<file path="config.mk">
export PLATFORM = sky130hd
export DESIGN_NAME = instr_fetch_unit
export DESIGN_NICKNAME = d
export VERILOG_FILES = /design/src/rtl/instr_fetch_unit.sv
export SDC_FILE = /design/constraint.sdc
export NUM_CORES = 1
export LEC_CHECK = 0
export CAP_MARGIN = 0
export CORE_AREA = 2 2 145 147
export DETAILED_ROUTE_END_ITERATION = 6
export DIE_AREA = 0 0 147 149
export PLACE_DENSITY = 0.46
export REMOVE_ABC_BUFFERS = 1
export SYNTH_ARGS = -nofsm -noshare
export SYNTH_HDL_FRONTEND = slang
export SYNTH_SLANG_ARGS = --single-unit
</file>
<file path="constraint.sdc">
create_clock -name clk -period 4.4 [get_ports clk]
set_input_delay 0.88 -clock clk [delete_from_list [all_inputs] [get_ports clk]]
set_output_delay 0.88 -clock clk [all_outputs]
set_load 0.005 [all_outputs]
</file>
<file path="src/rtl/instr_fetch_unit.sv">
// rtl/instr_fetch_unit.sv - fetch stage: PC/OldPC/IR with req/ack instruction read and timeout
module instr_fetch_unit #(
  parameter int              XLEN           = 32,
  parameter logic [XLEN-1:0] RESET_PC       = '0,
  parameter int              TIMEOUT_CYCLES = 15
) (
  input  logic            clk,
  input  logic            reset,
  input  logic            fetch_start,
  input  logic            pc_write,
  input  logic [XLEN-1:0] pc_next,
  output logic            mem_req,
  output logic [XLEN-1:0] mem_addr,
  input  logic            mem_ack,
  input  logic [31:0]     mem_rdata,
  output logic            fetch_busy,
  output logic            fetch_done,
  output logic            fetch_err,
  output logic [XLEN-1:0] pc,
  output logic [XLEN-1:0] old_pc,
  output logic [31:0]     instr
);

  localparam int          TW        = $clog2(TIMEOUT_CYCLES + 1);
  localparam logic [TW-1:0] TIMER_LAST = TW'(TIMEOUT_CYCLES - 1);
  localparam logic [31:0] NOP_INSTR = 32'h0000_0013;

  typedef enum logic [1:0] {
    S_IDLE = 2'd0,
    S_REQ  = 2'd1,
    S_DONE = 2'd2
  } state_t;

  state_t          state_q, state_d;
  logic [XLEN-1:0] pc_q, pc_d;
  logic [XLEN-1:0] old_pc_q, old_pc_d;
  logic [31:0]     instr_q, instr_d;
  logic [TW-1:0]   timer_q, timer_d;
  logic            err_q, err_d;

  // Next-state and register updates; pc_write beats fetch_start in IDLE, ack beats timeout in REQ
  always_comb begin
    state_d  = state_q;
    pc_d     = pc_q;
    old_pc_d = old_pc_q;
    instr_d  = instr_q;
    timer_d  = timer_q;
    err_d    = err_q;
    unique case (state_q)
      S_IDLE: begin
        if (pc_write) begin
          pc_d = pc_next;
        end else if (fetch_start) begin
          if (pc_q[1:0] != 2'b00) begin
            err_d = 1'b1;
          end else begin
            err_d   = 1'b0;
            timer_d = '0;
            state_d = S_REQ;
          end
        end
      end
      S_REQ: begin
        if (mem_ack) begin
          instr_d  = mem_rdata;
          old_pc_d = pc_q;
          pc_d     = pc_q + XLEN'(4);
          state_d  = S_DONE;
        end else if (timer_q == TIMER_LAST) begin
          err_d   = 1'b1;
          state_d = S_IDLE;
        end else begin
          timer_d = timer_q + TW'(1);
        end
      end
      S_DONE: begin
        state_d = S_IDLE;
      end
      default: begin
        state_d = S_IDLE;
      end
    endcase
  end

  // State and datapath registers with asynchronous reset
  always_ff @(posedge clk or posedge reset) begin
    if (reset) begin
      state_q  <= S_IDLE;
      pc_q     <= RESET_PC;
      old_pc_q <= RESET_PC;
      instr_q  <= NOP_INSTR;
      timer_q  <= '0;
      err_q    <= 1'b0;
    end else begin
      state_q  <= state_d;
      pc_q     <= pc_d;
      old_pc_q <= old_pc_d;
      instr_q  <= instr_d;
      timer_q  <= timer_d;
      err_q    <= err_d;
    end
  end

  assign mem_req    = (state_q == S_REQ);
  assign mem_addr   = mem_req ? pc_q : '0;
  assign fetch_busy = (state_q != S_IDLE);
  assign fetch_done = (state_q == S_DONE);
  assign fetch_err  = err_q;
  assign pc         = pc_q;
  assign old_pc     = old_pc_q;
  assign instr      = instr_q;

endmodule
</file>
==> run_results.csv <==
group,metric,value,unit
layout,finalNonFillerCells,1051,
clock_tree,ctsHoldBuffers,0,
logic_synthesis,ys_warn_count,0,
power_and_ir_drop,cellPowerDensity,656,mW/mm^2
floorplan,core,0.0206,mm^2
layout,fin_nets,843,
global_route,grt_pass1_wl,26800,um
timing,tns,0,ns
global_route,grt_overflow_total,0,
clock_tree,clk_latency,0.35,ns
logic_synthesis,synth_cells,586,
setup_path,r2r_cells,7,
layout,fillers,2138,
timing,grt_setup_unrepaired,"no",
logic_synthesis,ys_seq_area_frac,0.518,
clock_tree,cts_setup_buffers,0,
clock_tree,clkTransAtPathRegs,0.07,ns
setup_path,critPathRequiredTime,3.52,ns
timing,finalHoldViolations,0,
clock_tree,ctsHtreeMaxLevel,3,
global_route,grt_usage,0.155,
clock_tree,cts_tree,"built",
clock_tree,clk_path_buf_depth,2,
setup_path,critPathMaxFanout,39,
layout,final_common_cell,"nand2_1",
floorplan,pin_count,201,
global_route,antenna_found_initial,0,
clock_tree,cts_root_buffer,"clkbuf_16",
timing,finalCritPeriodShare,0.773,
logic_synthesis,yosysTopAreaCellShare,0.502,
detailed_routing,wl_per_cell,16.1,um
floorplan,start_util,0.243,
place,portBuffers,200,
setup_path,path_cells,"nand2b_1, inv_2, buf_12, nand2_1, inv_1, clkdlybuf4s50_1",
detailed_routing,drc,0,
timing,worst_pin_slew,0.945,ns
global_route,grt_pass1_vias,4732,
setup_path,slowest_delay,0.51,ns
layout,layout-drive-gt1-share,0.0619,
detailed_routing,num_vias,4726,
floorplan,die-area,0.0219,mm^2
place,place_inst,1035,
clock_tree,postCtsResizedCells,0,
global_route,grt_max_degree,66,
layout,insertedDiodeCount,0,
worst_hold_path,hold_depth,2,
floorplan,die_h,149,um
detailed_routing,drtIter0Drc,147,
logic_synthesis,ys_types,55,
clock_tree,cts_inserted_buffers,9,
setup_path,crit_slowest_cell,"inv_2",
power_and_ir_drop,leakage,3.36,nW
floorplan,dieWidth,147,um
place,place_area,0.00723,mm^2
setup_path,end_kind,"output port",
timing,setup_violations,0,
logic_synthesis,synth_top_area_cell,"dfrtp_1",
power_and_ir_drop,peakVddDrop,0.212,mV
timing,fin_crit,3.40,ns
clock_tree,cts.sinks,103,
setup_path,cp-start-kind,"register",
layout,area_growth,51.3,%
setup_path,crit_arrival,2.52,ns
logic_synthesis,avgSynthCellArea,8.51,um^2
timing,slew_headroom,0.370,
layout,design_area,0.00754,mm^2
flow_run,drv_cap,0,
logic_synthesis,syn_area,0.00499,mm^2
detailed_routing,viasPerCell,4.50,
run_status,status,"completed",
place,place_congestion,0.748,
place,detailed_place_hpwl,11700,um
detailed_routing,postRouteAntennaNets,0,
floorplan,rows,53,
worst_hold_path,hp-class,"register to register",
timing,slew_violations,0,
detailed_routing,drtPass1Iterations,4,
setup_path,critPathKind,"register to output port",
timing,fin_skew,0.00842,ns
logic_synthesis,synth_seq_cells,103,
layout,final_cell_mix,"nand2_1 (225), clkdlybuf4s50_1 (200), dfrtp_1 (100), a21oi_1 (30), nor2_1 (28)",
logic_synthesis,ys_top_cells_by_area,"dfrtp_1 (50%), nand2_1 (17%), a21oi_1 (3.0%), and2_1 (2.5%), nor2_1 (2.2%)",
detailed_routing,drt_wl_total,16900,um
timing,fmax,294,MHz
## registers in the layout, indices dropped and copies added (netlist names)
name,flops
instr,32
old_pc,32
pc,32
timer_q,4
state_q,2
fetch_err,1
## cells in the mapped netlist, drive strengths merged
cell type and number:
nor2 29, dfstp 3, nand2b 4, or4 1, o21ai 16, or2 3
and3 6, dfrtp 100, clkbuf 24, a21oi 31, a31o 2, nor2b 2
and4 6, mux2i 4, o311ai 2, mux2 1, nand3b 1, a311oi 2
a2bb2oi 7, nand2 226, o221a 2, o211ai 1, nand4b 1, a31oi 2
nand3 12, o32ai 1, nand4 8, o22ai 11, inv 18, a211oi 3
buf 9, xor2 1, ha 3, o221ai 1, nor3 11, o31ai 2
a22oi 1, and2 21, nor4 2, or3 5, a22o 1
## cell families after synthesis
group	share of synthesized area
simple gates	0.304
flops	0.518
compound gates	0.107
buf+inv	0.0512
mux	0.0103
fa+ha+maj	0.00753
xor+xnor	0.00176
## path summary, 6_finish.rpt
check	slack (ns)	end	start
worst max-delay path	1.0	mem_addr[18]	state_q[1]
worst min-delay path	0.46	instr[1]	instr[1]
worst max register to register	1.78	pc[29]	state_q[1]
worst min register to register	0.46	instr[1]	instr[1]
max in group asynchronous	2.59	pc[15]	reset
min in group asynchronous	1.02	instr[20]	reset
## metal layers
metal  global-route usage  routed length (um)  vias up
li1                     -                   -     2319
met1                0.204                7740     2251
met2                0.262                8050      137
met3               0.0272                 830       19
met4               0.0462                 270        0
met5                    0                   0        -
## where the power goes
group / total (mW) / leakage [nW] / internal [mW] / switching [mW]
Clock: 0.869 / 0.150 / 0.501 / 0.368
Sequential: 1.87 / 1.25 / 1.39 / 0.481
Combinational: 2.21 / 1.96 / 1.28 / 0.932
Total: 4.95 / 3.36 / 3.17 / 1.78
## stage by stage
step | hold slack, ns | total power, mW | worst slack [ns] | util
floorplan | 0.448 | 2.65 | -0.849 | -
finish | 0.462 | 4.95 | 0.998 | 0.367
global route | 0.500 | 5.37 | 0.817 | 0.367
global placement | 0.447 | 4.10 | 1.39 | 0.352
detailed placement | 0.451 | 4.14 | 1.27 | 0.352
CTS | 0.462 | 5.04 | 0.962 | 0.367
## cell type report
class | count | area, um^2 | area share
clock buffers | 11 | 233 | 0.0308
clock inverters | 5 | 81.3 | 0.0108
inverters | 18 | 70.1 | 0.00929
multi-input cells | 432 | 2160 | 0.286
flip-flops and latches | 103 | 2580 | 0.342
well taps | 275 | 344 | 0.0456
repair buffers | 207 | 2080 | 0.276
## critical path: cells and delay by family, from the launching register on
| family | cells | cell delay [ns] |
|---|---|---|
| buf+inv | 4 | 1.39 |
| flops | 1 | 0.46 |
| simple gates | 2 | 0.32 |
Power figures use the tool's default switching activity.
